[src/rtl/slave_pkg.sv]
// Shared defaults and helpers for the slave receive FIFO slice.
package slave_pkg;

    // Default data bus width in bits (legal range 1..64).
    localparam int DEF_DATA_W = 8;

    // Default FIFO depth in entries (power of two, at least 2).
    localparam int DEF_DEPTH  = 4;

    // Ceiling log2, usable in parameter and localparam expressions.
    function automatic int clog2(input int value);
        int result;
        int rem;
        result = 0;
        rem    = value - 1;
        while (rem > 0) begin
            result = result + 1;
            rem    = rem >> 1;
        end
        return result;
    endfunction

endpackage

[src/rtl/slave_rx_fifo_if.sv]
// Handshake bundle for the slave receive FIFO: control, upstream and downstream channels.
interface slave_rx_fifo_if #(
    parameter int DATA_W = slave_pkg::DEF_DATA_W,
    parameter int DEPTH  = slave_pkg::DEF_DEPTH
);
    import slave_pkg::*;

    localparam int CNT_W = clog2(DEPTH) + 1;

    // Control
    logic              en;
    logic              flush;

    // Upstream (write) channel
    logic              s_valid;
    logic              s_ready;
    logic [DATA_W-1:0] s_data;

    // Downstream (read) channel
    logic              m_valid;
    logic              m_ready;
    logic [DATA_W-1:0] m_data;

    // Status
    logic [CNT_W-1:0]  count;

    // The FIFO itself sits on the slave side of this bundle.
    modport slave (
        input  en,
        input  flush,
        input  s_valid,
        input  s_data,
        input  m_ready,
        output s_ready,
        output m_valid,
        output m_data,
        output count
    );

    // Whatever drives the FIFO (producer, consumer and control).
    modport master (
        output en,
        output flush,
        output s_valid,
        output s_data,
        output m_ready,
        input  s_ready,
        input  m_valid,
        input  m_data,
        input  count
    );

endinterface

[src/rtl/slave_fifo_ram.sv]
// FIFO storage: DEPTH x DATA_W array, synchronous write port, asynchronous read port.
// Contents are intentionally never reset; the controller only exposes written entries.
module slave_fifo_ram
    import slave_pkg::*;
#(
    parameter int DATA_W = DEF_DATA_W,
    parameter int DEPTH  = DEF_DEPTH,
    parameter int AW     = clog2(DEPTH)
) (
    input  logic              clk,
    input  logic              we_i,
    input  logic [AW-1:0]     waddr_i,
    input  logic [DATA_W-1:0] wdata_i,
    input  logic [AW-1:0]     raddr_i,
    output logic [DATA_W-1:0] rdata_o
);

    logic [DATA_W-1:0] mem_q [DEPTH];

    // Write the addressed entry on a write strobe; other entries hold.
    always_ff @(posedge clk) begin
        if (we_i) begin
            mem_q[waddr_i] <= wdata_i;
        end
    end

    // Asynchronous read of the addressed entry.
    always_comb begin
        rdata_o = mem_q[raddr_i];
    end

endmodule

[src/rtl/slave_rx_fifo.sv]
// Slave receive FIFO: pointer, occupancy and handshake control around slave_fifo_ram.
// Ready/valid are decoded from registered occupancy only, so there is no
// combinational path from s_valid to m_valid and no same-cycle fall-through.
module slave_rx_fifo
    import slave_pkg::*;
#(
    parameter int DATA_W = DEF_DATA_W,
    parameter int DEPTH  = DEF_DEPTH
) (
    input  logic           clk,
    input  logic           rst,
    slave_rx_fifo_if.slave bus
);

    localparam int AW    = clog2(DEPTH);
    localparam int CNT_W = AW + 1;

    localparam logic [CNT_W-1:0] FULL_CNT = CNT_W'(DEPTH);
    localparam logic [AW-1:0]    PTR_ONE  = AW'(1);
    localparam logic [CNT_W-1:0] CNT_ONE  = CNT_W'(1);

    // Registered state and next-state values
    logic [AW-1:0]     wr_ptr_q, wr_ptr_d;
    logic [AW-1:0]     rd_ptr_q, rd_ptr_d;
    logic [CNT_W-1:0]  count_q,  count_d;

    // Decoded status and handshake strobes
    logic              full;
    logic              empty;
    logic              s_ready;
    logic              m_valid;
    logic              push;
    logic              pop;
    logic [DATA_W-1:0] head_data;

    // Status and handshake decode from registered occupancy plus the live controls.
    // Flush and en gate s_ready directly, which also keeps the RAM from being
    // written during a flush cycle.
    always_comb begin
        full    = (count_q == FULL_CNT);
        empty   = (count_q == '0);
        s_ready = bus.en & ~full & ~bus.flush;
        m_valid = ~empty;
        push    = bus.s_valid & s_ready;
        pop     = m_valid & bus.m_ready;
    end

    // Next-state for pointers and occupancy; flush overrides any push or pop.
    // DEPTH is a power of two, so pointers wrap naturally from DEPTH-1 to 0.
    always_comb begin
        wr_ptr_d = wr_ptr_q;
        rd_ptr_d = rd_ptr_q;
        count_d  = count_q;

        if (bus.flush) begin
            wr_ptr_d = '0;
            rd_ptr_d = '0;
            count_d  = '0;
        end else begin
            if (push) begin
                wr_ptr_d = wr_ptr_q + PTR_ONE;
            end
            if (pop) begin
                rd_ptr_d = rd_ptr_q + PTR_ONE;
            end
            unique case ({push, pop})
                2'b10:   count_d = count_q + CNT_ONE;
                2'b01:   count_d = count_q - CNT_ONE;
                default: count_d = count_q;
            endcase
        end
    end

    // Control state register with synchronous active-low reset; reset discards all entries.
    always_ff @(posedge clk) begin
        if (!rst) begin
            wr_ptr_q <= '0;
            rd_ptr_q <= '0;
            count_q  <= '0;
        end else begin
            wr_ptr_q <= wr_ptr_d;
            rd_ptr_q <= rd_ptr_d;
            count_q  <= count_d;
        end
    end

    slave_fifo_ram #(
        .DATA_W (DATA_W),
        .DEPTH  (DEPTH),
        .AW     (AW)
    ) u_ram (
        .clk     (clk),
        .we_i    (push),
        .waddr_i (wr_ptr_q),
        .wdata_i (bus.s_data),
        .raddr_i (rd_ptr_q),
        .rdata_o (head_data)
    );

    // Output drive; head data is masked to zero while empty so stale or
    // never-written storage is never visible.
    always_comb begin
        bus.s_ready = s_ready;
        bus.m_valid = m_valid;
        bus.m_data  = m_valid ? head_data : '0;
        bus.count   = count_q;
    end

endmodule

[src/flat_wrapper.sv]
// flat-port wrapper written by rule: the top's interface ports become plain ports
module slave_rx_fifo_flat import slave_pkg::*;
#(
    parameter int DATA_W = DEF_DATA_W,
    parameter int DEPTH  = DEF_DEPTH
)
  (clk, rst, bus_en, bus_flush, bus_s_valid, bus_s_data, bus_m_ready, bus_s_ready, bus_m_valid, bus_m_data, bus_count);
  slave_rx_fifo_if #(.DATA_W(DATA_W), .DEPTH(DEPTH)) bus_i ();
  input  logic clk;
  input  logic rst;
  input wire logic [$bits(bus_i.en)-1:0] bus_en;
  input wire logic [$bits(bus_i.flush)-1:0] bus_flush;
  input wire logic [$bits(bus_i.s_valid)-1:0] bus_s_valid;
  input wire logic [$bits(bus_i.s_data)-1:0] bus_s_data;
  input wire logic [$bits(bus_i.m_ready)-1:0] bus_m_ready;
  output wire logic [$bits(bus_i.s_ready)-1:0] bus_s_ready;
  output wire logic [$bits(bus_i.m_valid)-1:0] bus_m_valid;
  output wire logic [$bits(bus_i.m_data)-1:0] bus_m_data;
  output wire logic [$bits(bus_i.count)-1:0] bus_count;
  assign bus_i.en = bus_en;
  assign bus_i.flush = bus_flush;
  assign bus_i.s_valid = bus_s_valid;
  assign bus_i.s_data = bus_s_data;
  assign bus_i.m_ready = bus_m_ready;
  assign bus_s_ready = bus_i.s_ready;
  assign bus_m_valid = bus_i.m_valid;
  assign bus_m_data = bus_i.m_data;
  assign bus_count = bus_i.count;
  slave_rx_fifo #(.DATA_W(DATA_W), .DEPTH(DEPTH)) u_core (.clk(clk), .rst(rst), .bus(bus_i));
endmodule
[config.mk]
export PLATFORM = sky130hd
export DESIGN_NAME = slave_rx_fifo_flat
export DESIGN_NICKNAME = d
export VERILOG_FILES = /design/src/rtl/slave_pkg.sv /design/src/rtl/slave_rx_fifo_if.sv /design/src/rtl/slave_fifo_ram.sv /design/src/rtl/slave_rx_fifo.sv /design/src/flat_wrapper.sv
export SDC_FILE = /design/constraint.sdc
export NUM_CORES = 1
export LEC_CHECK = 0
export CAP_MARGIN = 20
export CORE_MARGIN = 4
export CORE_UTILIZATION = 49
export CTS_BUF_LIST = sky130_fd_sc_hd__clkbuf_8
export CTS_CLUSTER_DIAMETER = 100
export DETAILED_ROUTE_END_ITERATION = 8
export GPL_TIMING_DRIVEN = 1
export MAX_ROUTING_LAYER = met4
export PLACE_DENSITY = 0.84
export RECOVER_POWER = 50
export SETUP_SLACK_MARGIN = 0.5
export SYNTH_ARGS = -nofsm -noshare
export SYNTH_HDL_FRONTEND = slang
export SYNTH_SLANG_ARGS = --single-unit
export TNS_END_PERCENT = 20
[constraint.sdc]
create_clock -name clk -period 2.2 [get_ports clk]
set_input_delay 0.44 -clock clk [delete_from_list [all_inputs] [get_ports clk]]
set_output_delay 0.44 -clock clk [all_outputs]
set_load 0.01 [all_outputs]
==> run metrics, run 1 <==
most numerous cell in the Yosys netlist edfxtp_1; switching share of power between 10% and 20%; RSZ-0062 raised after global routing yes; leakage power 0.8303 nW; TritonCTS buffer count 5; Die Wd between 60 and 70 um; predominant post-synthesis flop cell edfxtp_1; post-synth top area share 55.94%; clock latency on the worst-skew pair 290 ps; chip height 67.21 um; PD cells 664.2 mW/mm^2; drt first-iter violations 40; most used cell, CP clkbuf_1; first-pass GRT wire length 4.830 mm; vias in the first global route 1062; minimum clock period 1997 ps; Max IR drop VDD 0.3549 mV; post-route clock skew 6.438 ps; Overall Power between 1 and 1.5 mW; Setup violations, final 0; CTS tree yes; Root Driver clkbuf_8; DRT Pass-1 Iters 4; Post-synth EDFFs 32; final hold vios 0; CORE AREA 0.003363 sq mm; ys async rst share 0%; Gate power share 5.5%; Final period util 90.78%; Overall Global Routing Usage between 10% and 20%; CTS Sinks 41; syn_nets approximately 130; Worst-path clk slew approximately 70 ps; Yosys reg bits 41; placed cells 190; Slew headroom 66.40%; register area share after synthesis 66.42%; critical-path cell list nor3_1 > clkbuf_1 > clkbuf_1 > nor2b_1 > buf_2; Max-Cap Viols 0; number of remaining DRC errors 0; layout cells sized above 1 31.06%; Avg Cell Area, Syn 15.91 sq um; Max Freq 500.7 MHz; sequential power share 56.1%; cell internal pwr 1.215 mW; full die area 0.004517 sq mm; WS Path Type reg2out; DRT Wirelength 3.012 mm; WP data required between 1500 and 2000 ps; Non-Filler Instances 207; Worst EP arrival 1560 ps; H-Tree Depth 2; Critical Path Max Stage Delay 360 ps; Hold WS between 400 and 500 ps; utilization after layout 67.08%; routed vias/inst 4.952; Netlist cell types 25; top post-synthesis cells by count edfxtp_1 (32), dfxtp_1 (9), nor2b_1 (9), mux4_2 (8), inv_1 (7); fin nets 180; slowest stage cell on the critical path dfxtp_4; Area growth syn-to-layout 31.32%; Tightest Pin Transition around 500 ps; initial antenna violation count 0; Hold WC Path Type reg2reg; via count 1025; sw power 283.1 uW; Clk pwr share between 30% and 40%; Startpoint Class register; status completed; total grt overflow 0; synthesized area 0.001718 sq mm; Avg WL per Cell 14.55 um; endpoint class of the critical path output port; # diodes 0; Cells after Synth 108; Final Max Tran Viols 0; CP max FO 6; clk buf depth 2; starting density of the core between 50% and 60%; post-synth top area cell edfxtp_1; largest net degree at the start of global routing 14; detailed placement HPWL 2.048 mm; Synth Warn # 0; port bufs 26; DRT antenna net count 0; # IOs 27; GPL Wtd Cong approximately 0.85; top cells by area, synth edfxtp_1 (56%), dfxtp_1 (10%), mux4_2 (10%), ha_1 (3.6%), nor2b_1 (3.3%); cell row count 21
-- power by group through the flow --
stage	combinational, mW	clock (mW)	sequential, mW
after floorplan	0.0321	0	0.858
after global placement	0.0837	0	0.858
after detailed placement	0.0866	0	0.859
after CTS	0.0853	0.588	0.840
after global routing	0.0900	0.624	0.841
final	0.0820	0.576	0.841
-- critical path, delay by kind of cell (launching register included) --
| family | cells | cell delay (ps) |
|---|---|---|
| flops | 1 | 360 |
| buf+inv | 3 | 600 |
| simple gates | 2 | 310 |
-- logic make-up after synthesis --
kind of cell               Yosys count  synth area share (%)
adders and majority gates            6                 4.807
AOI/OAI and AO/OA                    9                 2.622
and+or+nand+nor                     31                 11.29
muxes                                9                 11.07
buffers and inverters               10                 2.767
DFF                                 41                 66.42
xor gates and xnor gates             2                 1.020
-- layout by cell type (no fill, tap or decap), drive strengths merged, types with 2 or more instances in the layout --
cell type	Yosys	routed
buf	2	25
ha	5	5
inv	7	8
o21ai	5	5
nor2	4	4
nor3b	2	2
xor2	2	2
dlygate4sd3	0	8
and2	4	4
nand2	4	4
clkbuf	1	11
edfxtp	32	32
or3	3	3
dlygate4sd2	0	4
dfxtp	9	9
nor2b	9	9
clkdlybuf4s50	0	4
a21oi	4	4
mux4	8	8
-- metal layers --
| metal | wire length (um) | vias up | global-route usage, % |
|---|---|---|---|
| li1 | - | 500 | - |
| met1 | 1308 | 485 | 18.17 |
| met2 | 1450 | 32 | 24.91 |
| met3 | 182 | 8 | 4.825 |
| met4 | 70 | 0 | 8.354 |
| met5 | 0 | - | - |
-- state kept, by name (all words and copies together) (netlist names), named ones only --
register	count
u_core.bus.count	3
u_core.rd_ptr_q	2
u_core.wr_ptr_q	2
u_core.u_ram.mem_q	32
-- final cells by class --
type / instances / area (sq um)
tap: 46 / 57.56
clock inverter: 3 / 38.79
timing repair buffer: 48 / 366.6
fill: 259 / 1107
clock buffer: 5 / 68.82
inverter: 7 / 26.28
multi-input combinational: 57 / 548.0
sequential: 41 / 1150
-- timing repair --
action,in CTS,in global routing
buffers inserted,5,4
cloned,0,0
endpoints found under the setup margin,13,12
pin swaps,8,5
gates resized for setup,43,6
hold buffers,0,0
-- final timing paths --
check | startpoint | cells past startpoint | end | slack [ps]
setup / recovery | u_core.bus.count[2] | 5 | bus_m_data[5] | 200
hold / removal | u_core.rd_ptr_q[0] | 2 | register | 490
setup reg to reg | u_core.bus.count[0] | 8 | u_core.bus.count[2] | 210
hold reg to reg | u_core.rd_ptr_q[0] | 2 | register | 490
-- metrics by stage --
step           setup WS [ps]  TNS, ps  cell area, sq um
4_1_cts                161.2        0              2253
2_1_floorplan          322.1        0              1745
6_report               202.9        0              2256
5_1_grt                93.19        0              2256
3_3_place_gp          -114.2   -114.2              2140
3_5_place_dp          -207.8   -303.4              2140
Note: power is estimated with default switching activity, not from simulation.
==> run 2: changes to the inputs <==
--- a/config.mk
+++ b/config.mk
@@ -5,15 +5,16 @@
 export SDC_FILE = /design/constraint.sdc
 export NUM_CORES = 1
 export LEC_CHECK = 0
+export ABC_AREA = 1
 export CAP_MARGIN = 20
+export CORE_ASPECT_RATIO = 0.8
 export CORE_MARGIN = 4
-export CORE_UTILIZATION = 49
+export CORE_UTILIZATION = 50
 export CTS_BUF_LIST = sky130_fd_sc_hd__clkbuf_8
 export CTS_CLUSTER_DIAMETER = 100
 export DETAILED_ROUTE_END_ITERATION = 8
-export GPL_TIMING_DRIVEN = 1
 export MAX_ROUTING_LAYER = met4
-export PLACE_DENSITY = 0.84
+export PLACE_DENSITY = 0.85
 export RECOVER_POWER = 50
 export SETUP_SLACK_MARGIN = 0.5
 export SYNTH_ARGS = -nofsm -noshare
==> run metrics, run 2 <==
status completed; top cells by area, synth edfxtp_1 (54%), dfxtp_1 (10%), nor2_1 (8.9%), inv_1 (4.6%), nand2_1 (3.6%); Yosys reg bits 41 (unchanged); Final Max Tran Viols 0 (unchanged); CTS tree yes; H-Tree Depth 2 (unchanged); Max IR drop VDD 0.3891 mV (+9.6%); WS Path Type in2reg; chip height 61.32 um (-8.8%); register area share after synthesis 64.23% (-2.2 points); final hold vios 0 (unchanged); DRT Wirelength 3.791 mm (+26%); drt first-iter violations 58 (+45%); post-route clock skew 11.03 ps (+4.588 ps); reg2reg path depth 11 (+3); hold_sp u_core.rd_ptr_q[0]; pre-CTS setup slack 55.99 ps (+263.8 ps); Synth Warn # 0 (unchanged); syn_nets 192 (+50%); TritonCTS buffer count 5 (unchanged); DRT antenna net count 0 (unchanged); leakage power 0.9672 nW (+16%); slowest stage cell on the critical path dlygate4sd3_1; starting density of the core 51.90% (+0.82 points); ys async rst share 0% (unchanged); critical-path cell list dlygate4sd3_1 > nand3_1 > ha_4 > inv_2 > fa_2 > nand2_1 > nand3_1 > nand2_1 > nand2_1 > nor2_1; most common cell after layout, fill and taps aside nor2_1; Max-Cap Viols 0 (unchanged); most numerous cell in the Yosys netlist nor2_1; Worst-path clk slew 80 ps (about the same); Root Driver clkbuf_8; synthesized area 0.001777 sq mm (+3.4%); commonest non-fill, non-tap cells in the layout nor2_1 (37), edfxtp_1 (32), inv_1 (17); first-pass GRT wire length 5.630 mm (+17%); reg2reg setup slack 380 ps (+170 ps); cell row count 19 (-9.5%); post-synth top area share 54.08% (-1.9 points); Most flops, register u_core.u_ram.mem_q; Avg WL per Cell 14.31 um (-1.7%); routed vias/inst 4.981 (+0.59%); total grt overflow 0 (unchanged); minimum clock period 1934 ps (-62.78 ps); WP data required 2430 ps (+670 ps); via count 1320 (+29%); Netlist cell types 18 (-28%); top post-synthesis cells by count nor2_1 (42), edfxtp_1 (32), inv_1 (22), nand2_1 (17), a21oi_1 (12); most used cell, CP nand2_1; post-synth top area cell edfxtp_1; Critical Path Max Stage Delay 570 ps (+210 ps); hold buffers post-CTS 0 (unchanged); Tightest Pin Transition 467.8 ps (-36.18 ps); worst hold stages 2 (unchanged); Final period util 87.92% (-2.9 points); reg-to-reg startpoint u_core.bus.count[1]; detailed placement HPWL 2.265 mm (+11%); Startpoint Class input port; setup_tns 0 ps (unchanged); fin nets 242 (+34%); Hold WS 513.2 ps (+20.82 ps); CTS Sinks 41 (unchanged); # diodes 0 (unchanged); Avg Cell Area, Syn 10.33 sq um (-35%); Die Wd 74.65 um (+11%); CP max FO 3 (-3); CORE AREA 0.003423 sq mm (+1.8%); Worst EP arrival 2170 ps (+610 ps); # IOs 27 (unchanged); Area growth syn-to-layout 35.42%; RSZ-0062 raised after global routing yes; largest net degree at the start of global routing 17 (+3); Post-synth EDFFs 32 (unchanged); full die area 0.004577 sq mm (+1.3%); worst reg2reg endpoint u_core.bus.count[2]; predominant post-synthesis flop cell edfxtp_1; Max Freq 517.0 MHz (+3.2%); GPL Wtd Cong 0.7503 (-12%); Setup violations, final 0 (unchanged); vias in the first global route 1269 (+19%); layout cells sized above 1 27.80% (-3.3 points); Slew headroom 68.70% (+2.3 points); Hold WC Path Type reg2reg; max FFs per register 32 (unchanged); number of remaining DRC errors 0 (unchanged); port bufs 26 (unchanged); initial antenna violation count 0 (unchanged); Cells after Synth 172 (+59%); setup ws final 265.7 ps (+62.78 ps); Overall Global Routing Usage 17.75% (+1.9 points); clock latency on the worst-skew pair 290 ps (about the same); endpoint class of the critical path register; clk buf depth 2 (unchanged); PD cells 646.3 mW/mm^2 (-2.7%); DRT Pass-1 Iters 4 (unchanged)
run 2: worst max-delay path by stage:
| stage | startpoint | endpoint | depth (start not counted) |
|---|---|---|---|
| 6_report | bus_s_valid | u_core.bus.count[2] | 10 |
| 5_1_grt | bus_s_valid | u_core.bus.count[2] | 11 |
| 4_1_cts | register | bus_m_data[6] | 5 |
| 3_5_place_dp | bus_flush | u_core.bus.count[2] | 12 |
| 3_3_place_gp | bus_flush | u_core.bus.count[2] | 12 |
| 2_1_floorplan | u_core.bus.count[0] | u_core.bus.count[2] | 12 |
run 2: metrics by stage:
stage | utilization, % | area (sq um) | cells | total power [mW]
after global routing | 70.29 | 2406 | 265 | 1.606
after floorplan | - | 1785 | 172 | 0.9121
after detailed placement | 62.17 | 2128 | 245 | 0.9760
after global placement | 62.17 | 2128 | 245 | 0.9735
final | 70.29 | 2406 | 265 | 1.555
after CTS | 66.48 | 2276 | 260 | 1.549
run 2: metal layers:
layer  vias up  global-route usage, %  wire length (um)
li1        667                      -                 -
met1       611                  20.97              1560
met2        35                  28.66              1952
met3         7                  4.078               211
met4         0                  9.137                66
met5         -                      -                 0
run 2: area by class of cell:
cell class | instances | area (sq um)
clock buffers | 5 | 68.82
flip-flops and latches | 41 | 1155
clock inverters | 3 | 41.29
inverters | 23 | 105.1
repair buffers | 47 | 406.6
multi-input cells | 104 | 576.8
well taps | 42 | 52.55
fillers | 246 | 1017
run 2: report_power, final:
part           internal [mW]  leakage, nW  switching [mW]  total [mW]
clock network          0.334       0.0518           0.248       0.581
registers              0.839        0.365         0.00524       0.845
logic                 0.0624        0.550          0.0668       0.129
run 2: kinds of logic after synthesis:
group           Yosys count  share of synthesized area [%]
simple gates             67                          15.28
compound gates           31                          8.874
flops                    41                          64.23
fa+ha+maj                 6                          4.648
buf+inv                  27                          6.971
run 2: repair_timing:
item / CTS / global route
pin swaps: 6 / 18
gates resized for setup: 45 / 34
buffers inserted: 7 / 5
endpoints found under the setup margin: 12 / 44
run 2: worst max-delay path: cells and delay by family:
family | cells | cell delay (ps)
buffers and inverters | 2 | 620
adder cells (fa/ha/maj) | 2 | 530
AND/OR/NAND/NOR | 6 | 570
